[config.mk]
export PLATFORM = sky130hd
export DESIGN_NAME = sync_fifo_flags
export DESIGN_NICKNAME = d
export VERILOG_FILES = /design/src/rtl/fifo_pkg.sv /design/src/rtl/fifo_mem.sv /design/src/rtl/sync_fifo_flags.sv
export SDC_FILE = /design/constraint.sdc
export NUM_CORES = 1
export LEC_CHECK = 0
export CORE_MARGIN = 3
export CORE_UTILIZATION = 50
export CTS_CLUSTER_DIAMETER = 30
export DETAILED_ROUTE_END_ITERATION = 10
export PLACE_DENSITY = 0.65
export SKIP_LAST_GASP = 1
export SYNTH_ARGS = -nofsm -noshare
export SYNTH_HDL_FRONTEND = slang
export SYNTH_SLANG_ARGS = --single-unit
[constraint.sdc]
create_clock -name clk -period 3.8 [get_ports clk]
set_input_delay 0.76 -clock clk [delete_from_list [all_inputs] [get_ports clk]]
set_output_delay 0.76 -clock clk [all_outputs]
set_load 0.005 [all_outputs]
[src/rtl/fifo_pkg.sv]
// Shared definitions for the single-clock FIFO family: pointer sizing, read-mode
// constants and parameter sanity helpers used at elaboration time.
package fifo_pkg;

    localparam int FIFO_STD  = 0;
    localparam int FIFO_FWFT = 1;

    // One extra MSB beyond the address bits acts as the wrap bit.
    function automatic int ptr_width(input int depth);
        return $clog2(depth) + 1;
    endfunction

    function automatic bit is_pow2(input int value);
        return (value >= 2) && ((value & (value - 1)) == 0);
    endfunction

    function automatic bit thresholds_ok(input int depth, input int ae, input int af);
        return (ae >= 0) && (ae < af) && (af <= depth);
    endfunction

endpackage

[src/rtl/fifo_mem.sv]
// Simple dual-port register array: synchronous write, asynchronous read, no reset.
module fifo_mem #(
    parameter int DATA_W = 8,
    parameter int DEPTH  = 16,
    parameter int AW     = 4
) (
    input  logic              clk,
    input  logic              we,
    input  logic [AW-1:0]     waddr,
    input  logic [DATA_W-1:0] wdata,
    input  logic [AW-1:0]     raddr,
    output logic [DATA_W-1:0] rdata
);

    logic [DATA_W-1:0] mem [DEPTH];

    always_ff @(posedge clk) begin
        if (we) begin
            mem[waddr] <= wdata;
        end
    end

    assign rdata = mem[raddr];

endmodule

[src/rtl/sync_fifo_flags.sv]
// Single-clock FIFO with occupancy count, almost flags, sticky error flags and a
// selectable standard (registered) or first-word-fall-through read port.
module sync_fifo_flags
    import fifo_pkg::*;
#(
    parameter int DATA_W    = 8,
    parameter int DEPTH     = 16,
    parameter int AF_THRESH = DEPTH - 2,
    parameter int AE_THRESH = 2,
    parameter int FWFT      = FIFO_STD
) (
    input  logic                   clk,
    input  logic                   rst,
    input  logic                   wr_en,
    input  logic [DATA_W-1:0]      wr_data,
    input  logic                   rd_en,
    output logic [DATA_W-1:0]      rd_data,
    output logic                   rd_valid,
    output logic                   full,
    output logic                   empty,
    output logic                   almost_full,
    output logic                   almost_empty,
    output logic [$clog2(DEPTH):0] count,
    output logic                   overflow,
    output logic                   underflow,
    input  logic                   clr_err
);

    localparam int PW = ptr_width(DEPTH);
    localparam int AW = PW - 1;

    if (DATA_W < 1) begin : g_bad_width
        $error("sync_fifo_flags: DATA_W must be at least 1");
    end
    if (!is_pow2(DEPTH)) begin : g_bad_depth
        $error("sync_fifo_flags: DEPTH must be a power of two, at least 2");
    end
    if (!thresholds_ok(DEPTH, AE_THRESH, AF_THRESH)) begin : g_bad_thresh
        $error("sync_fifo_flags: need 0 <= AE_THRESH < AF_THRESH <= DEPTH");
    end
    if (FWFT != FIFO_STD && FWFT != FIFO_FWFT) begin : g_bad_mode
        $error("sync_fifo_flags: FWFT must be 0 or 1");
    end

    logic [PW-1:0]     wr_ptr;
    logic [PW-1:0]     rd_ptr;
    logic [DATA_W-1:0] mem_rdata;
    logic              rd_accept;
    logic              wr_accept;

    // All status outputs decode from the registered pointers only.
    assign empty        = (wr_ptr == rd_ptr);
    assign full         = (wr_ptr[AW] != rd_ptr[AW]) && (wr_ptr[AW-1:0] == rd_ptr[AW-1:0]);
    assign count        = wr_ptr - rd_ptr;
    assign almost_full  = (count >= PW'(AF_THRESH));
    assign almost_empty = (count <= PW'(AE_THRESH));

    // A read never pops an empty FIFO; a write into a full FIFO is allowed
    // only when the same-cycle read frees a slot.
    assign rd_accept = rd_en && !empty;
    assign wr_accept = wr_en && (!full || rd_accept);

    always_ff @(posedge clk or posedge rst) begin
        if (rst) begin
            wr_ptr    <= '0;
            rd_ptr    <= '0;
            overflow  <= 1'b0;
            underflow <= 1'b0;
        end else begin
            if (wr_accept) begin
                wr_ptr <= wr_ptr + PW'(1);
            end
            if (rd_accept) begin
                rd_ptr <= rd_ptr + PW'(1);
            end
            overflow  <= (overflow  && !clr_err) || (wr_en && !wr_accept);
            underflow <= (underflow && !clr_err) || (rd_en && empty);
        end
    end

    fifo_mem #(
        .DATA_W (DATA_W),
        .DEPTH  (DEPTH),
        .AW     (AW)
    ) u_mem (
        .clk   (clk),
        .we    (wr_accept),
        .waddr (wr_ptr[AW-1:0]),
        .wdata (wr_data),
        .raddr (rd_ptr[AW-1:0]),
        .rdata (mem_rdata)
    );

    if (FWFT == FIFO_FWFT) begin : g_fwft
        // Head word is presented while non-empty; zero otherwise so the
        // unreset array never leaks onto rd_data.
        assign rd_data  = empty ? '0 : mem_rdata;
        assign rd_valid = !empty;
    end else begin : g_std
        always_ff @(posedge clk or posedge rst) begin
            if (rst) begin
                rd_data  <= '0;
                rd_valid <= 1'b0;
            end else begin
                rd_valid <= rd_accept;
                if (rd_accept) begin
                    rd_data <= mem_rdata;
                end
            end
        end
    end

endmodule

Word level (Yosys, flattened, before mapping). Memories as Yosys holds them, arrays and structs flattened. A register that Yosys moved wholly into a read port is not among the register bits. Index checks and enable logic that the tools add are counted.

$add $sub $neg: 3. Magnitude comparators: 2. Equal/unequal tests: 3. Multiplexer cells: 2. Reductions and logical operators: 14.

Operator list (number): adder 5 x 1 -> 5 bit (second input constant) (2); logical AND 1 bit (7); equality test 5 bit (1); greater-or-equal comparator 5 x 4 -> 1 bit (second input constant) (1); less-or-equal comparator 5 x 2 -> 1 bit (second input constant) (1); subtractor 5 bit (1); equality test 4 bit (1); logical NOT 1 bit (4); logical OR 1 bit (3); 2-to-1 mux 1 bit (2); inequality test 1 bit (1).

Flip-flop bits (word level): 13. RAM bits: 128. Word-level logic and storage cells: 30. Memories: 1.

Memory list: u_mem.mem (depth 16, bits a word 8, rd ports 1, clocked after Yosys merged registers in 1, write ports 1, RTL line fifo_mem.sv:15) `logic [DATA_W-1:0] mem [DEPTH];`.

Depth between registers and ports, before layout. Gate-level depths: netlist (run 1).

Depth in word-level cells: 8. Mapped depth: 10. Depth with buffers taken out: 8.

Modules after synthesis. Synthesis (run 1) repeated with hierarchy kept, for this count alone.

Cell total of the unflattened synthesis: 310. Area, all modules: 6055.8 um^2.

By module, submodules not included: fifo_mem (instances 1, cells each 221, area an instance 4987.3 um^2, sequential area each 3843.7 um^2); sync_fifo_flags (instances 1, cells each 89, area an instance 1068.5 um^2, sequential area each 525.5 um^2).

Worst setup path after synthesis (run 1). OpenSTA, ideal clock, no wires.

Path type: reg-to-output. Start: register rd_ptr[1]. End: output almost_empty. Data arrival time: 2090 ps. Required time: 3040 ps. Path slack: 950 ps. Stages on the path, launching flop included: 10. Path buffers: 3. Cell sequence: dfrtp_1 -> buf_6 -> buf_8 -> buf_8 -> inv_1 -> ha_1 -> nor2b_1 -> o21a_1 -> or3_1 -> a211oi_1.

Word-level cells in the longest chain between the ends: 2.

RTL lines: start, declared (RTL line sync_fifo_flags.sv:46) `logic [PW-1:0] rd_ptr;`; start signal, assigned (RTL line sync_fifo_flags.sv:74) `rd_ptr <= rd_ptr + PW'(1);`; subtractor 5 bit (RTL line sync_fifo_flags.sv:54) `assign count = wr_ptr - rd_ptr;`; less-or-equal comparator 5 x 2 -> 1 bit (RTL line sync_fifo_flags.sv:56) `assign almost_empty = (count <= PW'(AE_THRESH));`; end, declared (RTL line sync_fifo_flags.sv:22) `output logic almost_empty,`.

No other way between the ends.

Worst setup path in the final report (run 1).
Start: register wr_ptr[0]. End: output almost_empty.

Word-level cells in the longest chain between the ends: 2.

RTL lines: start, declared (RTL line sync_fifo_flags.sv:45) `logic [PW-1:0] wr_ptr;`; start signal, assigned (RTL line sync_fifo_flags.sv:71) `wr_ptr <= wr_ptr + PW'(1);`; subtractor 5 bit (RTL line sync_fifo_flags.sv:54); less-or-equal comparator 5 x 2 -> 1 bit (RTL line sync_fifo_flags.sv:56).

No other way between the ends.

==> summary.md, run 1 <==
| Metric | Value |
|---|---|
| Highest Signal Layer | met4 |
| Die Ht | around 120 um |
| CTS tree | built |
| Vias in the first global route | between 3,000 and 4,000 |
| Placed Cells | 534 |
| Endpoints failing hold | 0 |
| DRT iter0 DRCs | approximately 270 |
| Worst min path class | reg -> reg |
| Fin Hold WS | 0.511 ns |
| Global-route wire length before repair | 18,900 um |
| Leak | ~2.5 nW |
| Clock buffer depth | 2 |
| Clock sink total | approximately 150 |
| Fin crit share | 0.940 |
| Post-synthesis cell area | approximately 6100 um^2 |
| Post-synthesis register bit count | around 150 |
| Worst Setup Start Kind | flip-flop |
| Worst slew margin | 0.394 |
| Worst path slowest cell | clkdlybuf4s50_1 |
| Largest net degree at the start of global routing | 32 |
| Metal3 WL | 845 um |
| DIE AREA | about 14,000 um^2 |
| FFs w/ async S/R, synth | 0.141 |
| Min Tclk post-route | 3.57 ns |
| IO Count | 33 |
| Final Routed Wirelength | roughly 12,000 um |
| Initial antenna violation count | 0 |
| Row count | 39 |
| Fin. max-slew vios | 0 |
| Worst-path cell chain | inv_2 -> ha_1 -> inv_1 -> fa_1 -> a21o_1 -> a21oi_1 -> xnor2_1 -> a211oi_1 -> clkdlybuf4s50_1 |
| Clk root buf | clkbuf_16 |
| Pwr dens | 818 nW/um^2 |
| Nets | 433 |
| Slack of the critical path | 0.227 ns |
| DRT Pass-1 Iters | 6 |
| Synth cell types | 41 |
| Seq/Total Area, Yosys | 0.717 |
| Clock slew at reported path FFs | ~0.060 ns |
| Flop-to-flop setup slack | between 0.9 and 1 ns |
| Worst Setup Slack post-DPL | just under 0.6 ns |
| WP data arrival | between 2 and 3 ns |
| H-tree levels | 4 |
| Metal-1 WL | between 5000 and 6000 um |
| Post-Layout Cell Count | between 500 and 600 |
| Max VDD drop | ~0.37 mV |
| Synth Net Count | just under 400 |
| Final antenna-violating net count | 0 |
| RSZ-0062 raised after global routing | false |
| Metal2 WL | around 5700 um |
| Gpl congestion | 0.789 |
| Layout cell share with drive strength beyond 1 | 0.113 |
| DRC | 0 |
| DR vias/cell | a little under 6 |
| Power after layout | 5.80 mW |
| DR WL/cell | 21.5 um |
| Core ar. | 11,700 um^2 |
| Slew @ Worst Pin | about 0.91 ns |
| Outcome | finished clean |
| Final Setup Violations | 0 |
| PortBufs | 32 |
| Syn. warnings | 0 |
| Worst skew pair latency | 0.42 ns |
| Diode count | 0 |
| Syn_area_per_cell | ~17 um^2 |
| Critical path peak fanout | 4 |
| Routed vias | ~3,300 |
| Inserted Clock Buffers | 17 |
| Initial Utilization | 0.522 |
| Worst Skew | 0.00711 ns |
| Max-Cap Viols | 0 |
| Post-CTS Hold Buffers | 0 |
| WP data required | 3.04 ns |
| Post-DP HPWL | between 7000 and 8000 um |
| Post-Synthesis Cells | approximately 370 |
| Congestion Overflow GR | 0 |
| Crit Path Class | reg -> out |
| CP Capture Type | primary output |
| Number of synthesized flops with an enable pin | about 130 |
| Crit-path max cell delay | about 0.53 ns |
| F_max | 280 MHz |
| Setup TNS Final | 0 ns |
| Die X-Extent | approximately 120 um |
| Ys flop type | edfxtp_1 |
| Area added between synthesis and finish | 16.5% |
| GRT Util Overall | 0.197 |
## per-stage QoR
| step | utilization | cell area (um^2) |
|---|---|---|
| after floorplan | - | 6090 |
| after global placement | 0.559 | 6520 |
| after detailed placement | 0.559 | 6520 |
| after CTS | 0.608 | 7090 |
| after global routing | 0.608 | 7090 |
| final | 0.608 | 7090 |
## final timing paths
check,startpoint,end,cells after the start
worst max register to register,wr_ptr[2],u_mem.mem[13][2],5
max in group asynchronous,rst,rd_ptr[2],2
min in group asynchronous,rst,underflow,2
worst max-delay path,wr_ptr[0],almost_empty,9
worst min-delay path,overflow,overflow,1
worst min register to register,overflow,overflow,1
## cells in the final DEF (no fill, tap or decap), types with 3 or more instances in the layout
cell type	instances
a221oi_1	8
a31oi_1	8
buf_4	11
bufinv_16	3
clkbuf_16	17
clkdlybuf4s50_1	32
clkinv_1	5
clkinv_2	3
dfrtp_1	21
edfxtp_1	128
ha_1	9
inv_1	9
mux2i_1	48
mux4_2	8
nand2_1	7
nand4_1	3
nor2_1	29
nor3_1	5
o21ai_1	10
o22ai_1	16
xnor2_1	9
xor2_1	3
## cells in the mapped netlist, drive strengths merged, types with 3 or more instances
master  instances  share of area
buf            16          0.022
ha              9          0.018
o22ai          16          0.016
xor2            3         0.0043
a31oi           8         0.0082
o21ai          11         0.0090
nor3            5         0.0041
mux4            8          0.030
clkbuf          4         0.0031
edfxtp        128           0.63
inv            10         0.0062
dfrtp          21          0.086
a221oi          8          0.012
nor2           29          0.018
nand2           8         0.0053
mux2i          48          0.079
nand4           4         0.0051
xnor2           9          0.013
## metal layers
| metal | vias to the layer above | global-route usage |
|---|---|---|
| met1 | 1682 | 0.281 |
| met5 | - | 0 |
| li1 | 1505 | - |
| met4 | 0 | 0.0750 |
| met3 | 17 | 0.0503 |
| met2 | 117 | 0.296 |
## state kept, by name (all words and copies together), names as in the netlist
signal	count
rd_data	8
overflow	1
underflow	1
rd_valid	1
u_mem.mem	128
wr_ptr	5
rd_ptr	5
## logic make-up (layout without fill, tap and decap cells)
group                      after synthesis  in the layout  synth area share
DFF                                    149            149             0.717
and+or+nand+nor                         58             58            0.0458
muxes                                   56             56             0.108
adders and majority gates               10             10            0.0218
buffers and inverters                   30             85            0.0310
xor gates and xnor gates                12             12            0.0173
AOI/OAI and AO/OA                       53             53            0.0581
## final cells by class
| class | count | area (um^2) |
|---|---|---|
| clock buffer | 19 | 433 |
| sequential | 149 | 4370 |
| inverter | 10 | 37.5 |
| fill | 863 | 4570 |
| clock inverter | 13 | 139 |
| tap | 143 | 179 |
| multi-input combinational | 189 | 1530 |
| timing repair buffer | 43 | 403 |
## worst max-delay path: cells and delay by family, from the launching register on
family	cells	cell delay (ns)
buffers and inverters	3	0.70
adders and majority gates	2	0.58
AOI/OAI and AO/OA	3	0.58
DFF	1	0.41
xor gates and xnor gates	1	0.12
## power by group
group	internal, mW	switching [mW]
Combinational	0.944	1.06
Sequential	2.03	0.144
Clock	1.02	0.611
## repair_timing
action	4_1_cts	5_1_grt
setup buffers	0	0
endpoints found under the setup margin	0	1
resized for setup	0	1
(Power assumes the default switching activity.)
==> run 2: changes to the inputs <==
--- a/config.mk
+++ b/config.mk
@@ -5,10 +5,13 @@
 export SDC_FILE = /design/constraint.sdc
 export NUM_CORES = 1
 export LEC_CHECK = 0
+export ABC_AREA = 1
+export CAP_MARGIN = 20
 export CORE_MARGIN = 3
 export CORE_UTILIZATION = 50
 export CTS_CLUSTER_DIAMETER = 30
 export DETAILED_ROUTE_END_ITERATION = 10
+export MAX_ROUTING_LAYER = met4
 export PLACE_DENSITY = 0.65
 export SKIP_LAST_GASP = 1
 export SYNTH_ARGS = -nofsm -noshare
==> summary.md, run 2 <==
| Metric | Value |
|---|---|
| Post-synthesis register bit count | ~150 |
| Synth cell types | 24 |
| Diode count | 0 |
| Endpoints failing hold | 0 |
| Outcome | finished clean |
| Power after layout | around 6 mW |
| CP Capture Type | primary output |
| Buffers & Inverters on Critical Path | 2 |
| Area added between synthesis and finish | 14.3% |
| Largest net degree at the start of global routing | 68 |
| Row count | 41 |
| Synth Net Count | around 660 |
| Max VDD drop | approximately 0.37 mV |
| Seq/Total Area, Yosys | 0.660 |
| Clock slew at reported path FFs | about 0.06 ns |
| Final antenna-violating net count | 0 |
| Placed Cells | between 800 and 900 |
| DRT Pass-1 Iters | 5 |
| Crit Path Class | reg -> out |
| Worst Setup Slack post-DPL | 0.626 ns |
| Syn. warnings | 0 |
| Post-CTS setup buffer count | 0 |
| Xor and xnor area share after synthesis | 0.0119 |
| Number of synthesized flops with an enable pin | roughly 130 |
| Post-DP HPWL | ~9300 um |
| Final core utilization | 0.593 |
| Ys flop type | edfxtp_1 |
| Most common cell after layout, fill and taps aside | nand2_1 |
| Vias in the first global route | about 4,300 |
| Worst R2R Path Depth | 11 |
| Post-synthesis simple-gate area fraction | 0.204 |
| CP top delay family | buffers and inverters |
| IO Count | 33 |
| Post-synth top cells | nand2_1, edfxtp_1, inv_1, nand3_1, nor2_1 |
| Gpl congestion | about 0.94 |
| Die Ht | around 120 um |
| DRT iter0 DRCs | 413 |
| Worst Skew | slightly above 0.008 ns |
| Most frequent cells in the layout | nand2_1, edfxtp_1, inv_1, nand3_1, nor2_1 |
| Post-synthesis cell area | 6620 um^2 |
| DR WL/cell | roughly 17 um |
| Final Routed Wirelength | ~15,000 um |
| Post-Synthesis Cells | 638 |
| Clock buffer depth | 2 |
| Worst-path cell chain | inv_1 -> ha_1 -> nand2_2 -> o21ai_0 -> xor2_1 -> nand2_1 -> nor2_1 -> clkdlybuf4s50_1 |
| R2r startpoint | rd_ptr[2] |
| Fin. max-slew vios | 0 |
| Max-Cap Viols | 0 |
| Design area | roughly 7600 um^2 |
| Crit path launch | rd_ptr[2] |
| WP data arrival | between 2 and 3 ns |
| Post-CTS Hold Buffers | 0 |
| CP Depth | 8 |
| Worst skew pair latency | 0.42 ns |
| CP endpoint | almost_empty |
| Fin Hold WS | between 0.5 and 0.6 ns |
| CTS tree | built |
| Largest Register | u_mem.mem |
| Nets | 690 |
| Post-synthesis compound-gate area fraction | 0.0217 |
| Most common cell in the netlist | nand2_1 |
| Initial Utilization | 0.518 |
| Clk root buf | clkbuf_16 |
| Syn_area_per_cell | approximately 10 um^2 |
| Synth area leaders | edfxtp_1, nand2_1, dfrtp_1 |
| Fillcell total | approximately 1,100 |
| DR vias/cell | slightly above 5 |
| Cell Area, Placed | between 7000 and 8000 um^2 |
| Flop-to-flop setup slack | approximately 0.95 ns |
| Largest family of logic cells by synthesized area | simple AND/OR/NAND/NOR gates |
| Worst min path class | reg -> reg |
| R2R Path End | u_mem.mem[10][6] |
| Max reg flops | ~130 |
| Slew @ Worst Pin | roughly 0.97 ns |
| GRT Util Overall | 0.220 |
| Setup TNS Final | 0 ns |
| Slack of the critical path | 0.277 ns |
| Worst path slowest cell | clkdlybuf4s50_1 |
| Worst Setup Start Kind | flip-flop |
| Critical path peak fanout | 11 |
| RSZ-0062 raised after global routing | false |
| PortBufs | 32 |
| Synth top area share | 0.581 |
| WP data required | between 3 and 4 ns |
| Fin crit share | 0.927 |
| Routed vias | approximately 4,400 |
| Synth Area in Adders | 0.0200 |
| Final Setup Violations | 0 |
| Min Tclk post-route | between 3 and 4 ns |
| Crit-path max cell delay | slightly above 0.5 ns |
| H-tree levels | 4 |
| Biggest regs | u_mem.mem: 128 flops, rd_data: 8 flops |
| Mux share of post-synthesis cell area | 0 |
| FFs w/ async S/R, synth | 0.141 |
| Pwr dens | around 780 nW/um^2 |
| Worst slew margin | 0.350 |
| Post-Layout Cell Count | 850 |
| Leak | 3.17 nW |
| DRC | 0 |
| Core ar. | 12,800 um^2 |
| Yosys top cell by area | edfxtp_1 |
| Global-route wire length before repair | between 20,000 and 25,000 um |
| Layout cell share with drive strength beyond 1 | 0.0767 |
| Congestion Overflow GR | 0 |
| F_max | 284 MHz |
| Inserted Clock Buffers | 17 |
| Clock sink total | roughly 150 |
| Die X-Extent | 121 um |
| DIE AREA | about 15,000 um^2 |
| Initial antenna violation count | 0 |
run 2: cell count changes after synthesis, moves of 8 or more:
cell | previous run | this run
inv_1 | 10 | 97
mux4_2 | 8 | 0
nand3_1 | 2 | 95
buf_2 | 7 | 16
a31oi_1 | 8 | 0
nand2_1 | 7 | 172
o21ai_1 | 10 | 2
a221oi_1 | 8 | 0
a21oi_1 | 1 | 19
xnor2_1 | 9 | 0
mux2i_1 | 48 | 0
o22ai_1 | 16 | 1
run 2: cell type report:
type | instances | area (um^2) | share of cell area
Multi-Input combinational cell | 360 | 1710 | 0.225
Clock inverter | 12 | 91.3 | 0.0121
Tap cell | 172 | 215 | 0.0284
Sequential cell | 149 | 4370 | 0.578
Inverter | 103 | 392 | 0.0517
Timing Repair Buffer | 36 | 363 | 0.0479
Clock buffer | 18 | 429 | 0.0567
run 2: power by group:
part	internal, mW	switching, mW	total [mW]
registers	2.02	0.126	2.15
logic	0.867	1.39	2.26
clock network	0.878	0.603	1.48
total	3.77	2.12	5.89
run 2: what timing repair did:
item	in CTS	in global routing
endpoints found under the hold margin	0	0
setup endpoints to repair	0	1
resized for setup	0	1
run 2: how the worst min path moves through the flow:
stage,startpoint,endpoint,slack [ns],cells after the start
floorplan,wr_ptr[4],wr_ptr[4],0.49,2
global placement,wr_ptr[4],wr_ptr[4],0.51,2
detailed placement,underflow,underflow,0.53,2
CTS,underflow,underflow,0.53,2
global route,underflow,underflow,0.55,2
finish,underflow,underflow,0.53,2
run 2: logic make-up after synthesis:
| logic type | Yosys count |
|---|---|
| buffers and inverters | 129 |
| xor gates and xnor gates | 9 |
| DFF | 149 |
| AOI/OAI and AO/OA | 28 |
| and+or+nand+nor | 313 |
| adders and majority gates | 10 |
run 2: worst register-to-register path: cells and delay by family, from the launching register on:
kind / cells / cell delay [ns]
simple gates: 7 / 1.10
flops: 1 / 0.48
fa+ha+maj: 1 / 0.36
buf+inv: 3 / 0.52
run 2: layer usage:
metal | track usage | wire length (um) | part of all wire
met4 | 0.0850 | 333 | 0.023
met1 | 0.308 | 6490 | 0.44
met5 | - | 0 | 0
met3 | 0.0466 | 908 | 0.062
met2 | 0.320 | 6850 | 0.47
==> run 3: changes to the inputs <==
--- a/config.mk
+++ b/config.mk
@@ -8,12 +8,11 @@
 export ABC_AREA = 1
 export CAP_MARGIN = 20
 export CORE_MARGIN = 3
-export CORE_UTILIZATION = 50
+export CORE_UTILIZATION = 54
 export CTS_CLUSTER_DIAMETER = 30
 export DETAILED_ROUTE_END_ITERATION = 10
 export MAX_ROUTING_LAYER = met4
-export PLACE_DENSITY = 0.65
-export SKIP_LAST_GASP = 1
+export PLACE_DENSITY = 0.7
 export SYNTH_ARGS = -nofsm -noshare
 export SYNTH_HDL_FRONTEND = slang
 export SYNTH_SLANG_ARGS = --single-unit
==> summary.md, run 3 (synthesized netlist as in run 2, its figures left out) <==
| Metric | Value |
|---|---|
| Vias in the first global route | between 4,000 and 5,000 |
| Diode count | 0 |
| F_max | roughly 280 MHz |
| Final antenna-violating net count | 0 |
| Die Ht | between 100 and 150 um |
| Core ar. | about 12,000 um^2 |
| Initial Utilization | 0.565 |
| DRC | 0 |
| DRT iter0 DRCs | around 440 |
| Worst skew pair latency | ~0.42 ns |
| DR WL/cell | 18.1 um |
| Critical path peak fanout | 11 |
| Outcome | finished clean |
| Fin. max-slew vios | 0 |
| Inserted Clock Buffers | 17 |
| IO Count | 33 |
| Slack of the critical path | about 0.24 ns |
| Min Tclk post-route | between 3 and 4 ns |
| Fin crit share | 0.938 |
| Worst R2R Path Depth | 11 |
| Initial antenna violation count | 0 |
| Sw power | ~2.2 mW |
| Fillcell total | around 890 |
| Crit Path Class | reg -> out |
| Area of the multi-input gates | between 1500 and 2000 um^2 |
| Power share of the combinational group | 0.370 |
| Max VDD drop | approximately 0.94 mV |
| Largest Register | u_mem.mem |
| Max-Cap Viols | 0 |
| DIE AREA | around 14,000 um^2 |
| Placed Cells | about 800 |
| Routed vias | about 4,500 |
| Post-DP HPWL | 8960 um |
| PortBufs | 32 |
| Clk network pwr share | 0.288 |
| Gpl congestion | roughly 0.86 |
| Worst slew margin | 0.381 |
| Worst min path class | reg -> reg |
| Final Setup Violations | 0 |
| Congestion Overflow GR | 0 |
| CP Capture Type | primary output |
| Nets | just under 700 |
| Layout cell share with drive strength beyond 1 | 0.0848 |
| Biggest regs | u_mem.mem: 128 flops, rd_data: 8 flops |
| Final Routed Wirelength | around 15,000 um |
| Hold depth | 2 |
| DRT Pass-1 Iters | 5 |
| Worst Setup Start Kind | flip-flop |
| Post-CTS Hold Buffers | 0 |
| P_int | around 4.1 mW |
| WP data required | 3.04 ns |
| Die X-Extent | about 120 um |
| Endpoints failing hold | 0 |
| Pwr dens | a little over 800 nW/um^2 |
| Post-Layout Cell Count | 827 |
| Slew @ Worst Pin | around 0.93 ns |
| Largest net degree at the start of global routing | 67 |
| Leak | roughly 3.2 nW |
| Max reg flops | 128 |
| Row count | 39 |
| Global-route wire length before repair | ~24,000 um |
| Sequential share of power | 0.342 |
| Worst path slowest cell | clkdlybuf4s50_1 |
| Clock buffer depth | 2 |
| H-tree levels | 4 |
| Clock slew at reported path FFs | ~0.060 ns |
| Worst Setup Slack post-DPL | roughly 0.54 ns |
| Reg area | roughly 4400 um^2 |
| Clock sink total | around 150 |
| Most frequent cells in the layout | nand2_1, edfxtp_1, inv_1, nand3_1, nor2_1 |
| GRT Util Overall | 0.244 |
| CTS tree | built |
| Clk root buf | clkbuf_16 |
| Worst Skew | 0.00767 ns |
| Worst-path cell chain | clkinvlp_4 -> ha_1 -> nand2_2 -> o21ai_0 -> xor2_1 -> nand2_1 -> nor2_1 -> clkdlybuf4s50_1 |
| Crit-path max cell delay | 0.51 ns |
| Area added between synthesis and finish | 16.1% |
| WP data arrival | 2.80 ns |
| Most common cell after layout, fill and taps aside | nand2_1 |
| DR vias/cell | around 5.4 |
| Sw frac | 0.352 |
==> run 3: changes by cell type in the layout (fill, tap and decap cells not counted), sizes merged <==
cell,delta
buf,+4
bufinv,+4
clkbuf,+1
clkinv,-3
==> run 3: cell type report <==
cell class | instances | area share
Clock inverter | 13 | 0.0267
Sequential cell | 149 | 0.569
Clock buffer | 19 | 0.0563
Timing Repair Buffer | 40 | 0.0511
Inverter | 103 | 0.0515
Tap cell | 143 | 0.0233
Multi-Input combinational cell | 360 | 0.222
==> run 3: worst paths after layout <==
kind | from | to | slack (ns)
max | rd_ptr[2] | almost_empty | 0.24
min | rd_data[0] | rd_data[0] | 0.54
max reg2reg | rd_ptr[2] | u_mem.mem[8][6] | 0.98
min reg2reg | rd_data[0] | rd_data[0] | 0.54
max in group asynchronous | rst | rd_ptr[2] | 2.32
min in group asynchronous | rst | underflow | 0.84
==> run 3: worst max-delay path: cells and delay by family, from the launching register on <==
| kind | cells | cell delay (ns) |
|---|---|---|
| compound gates | 1 | 0.21 |
| xor+xnor | 1 | 0.25 |
| fa+ha+maj | 1 | 0.42 |
| buf+inv | 2 | 0.74 |
| flops | 1 | 0.50 |
| simple gates | 3 | 0.27 |
==> run 3: what timing repair did <==
| action | CTS | global route |
|---|---|---|
| endpoints found under the setup margin | 0 | 3 |
| setup buffers | 0 | 4 |
| gates resized for setup | 0 | 2 |
==> run 3: layer usage <==
metal / vias up / part of all wire / wire length (um) / global-route usage
li1: 2132 / - / - / -
met1: 2173 / 0.44 / 6550 / 0.325
met2: 159 / 0.49 / 7260 / 0.375
met3: 25 / 0.053 / 787 / 0.0492
met4: 0 / 0.023 / 340 / 0.0879
met5: - / 0 / 0 / -
==> run 3: power by group through the flow <==
stage	Clock (mW)	Combinational, mW	Sequential (mW)
6_report	1.82	2.33	2.15
5_1_grt	1.90	2.59	2.17
4_1_cts	1.82	2.30	2.15
3_5_place_dp	0	2.27	2.18
3_3_place_gp	0	2.20	2.17
2_1_floorplan	0	1.47	2.14
==> run 3: through the flow <==
| stage | util | total power, mW | setup TNS, ns | hold slack [ns] | instance area (um^2) |
|---|---|---|---|---|---|
| 2_1_floorplan | - | 3.61 | 0 | 0.486 | 6620 |
| 3_3_place_gp | 0.597 | 4.37 | 0 | 0.509 | 6990 |
| 3_5_place_dp | 0.599 | 4.45 | 0 | 0.524 | 7010 |
| 4_1_cts | 0.653 | 6.27 | 0 | 0.537 | 7650 |
| 5_1_grt | 0.656 | 6.66 | -0.00121 | 0.585 | 7680 |
| 6_report | 0.656 | 6.30 | 0 | 0.538 | 7680 |
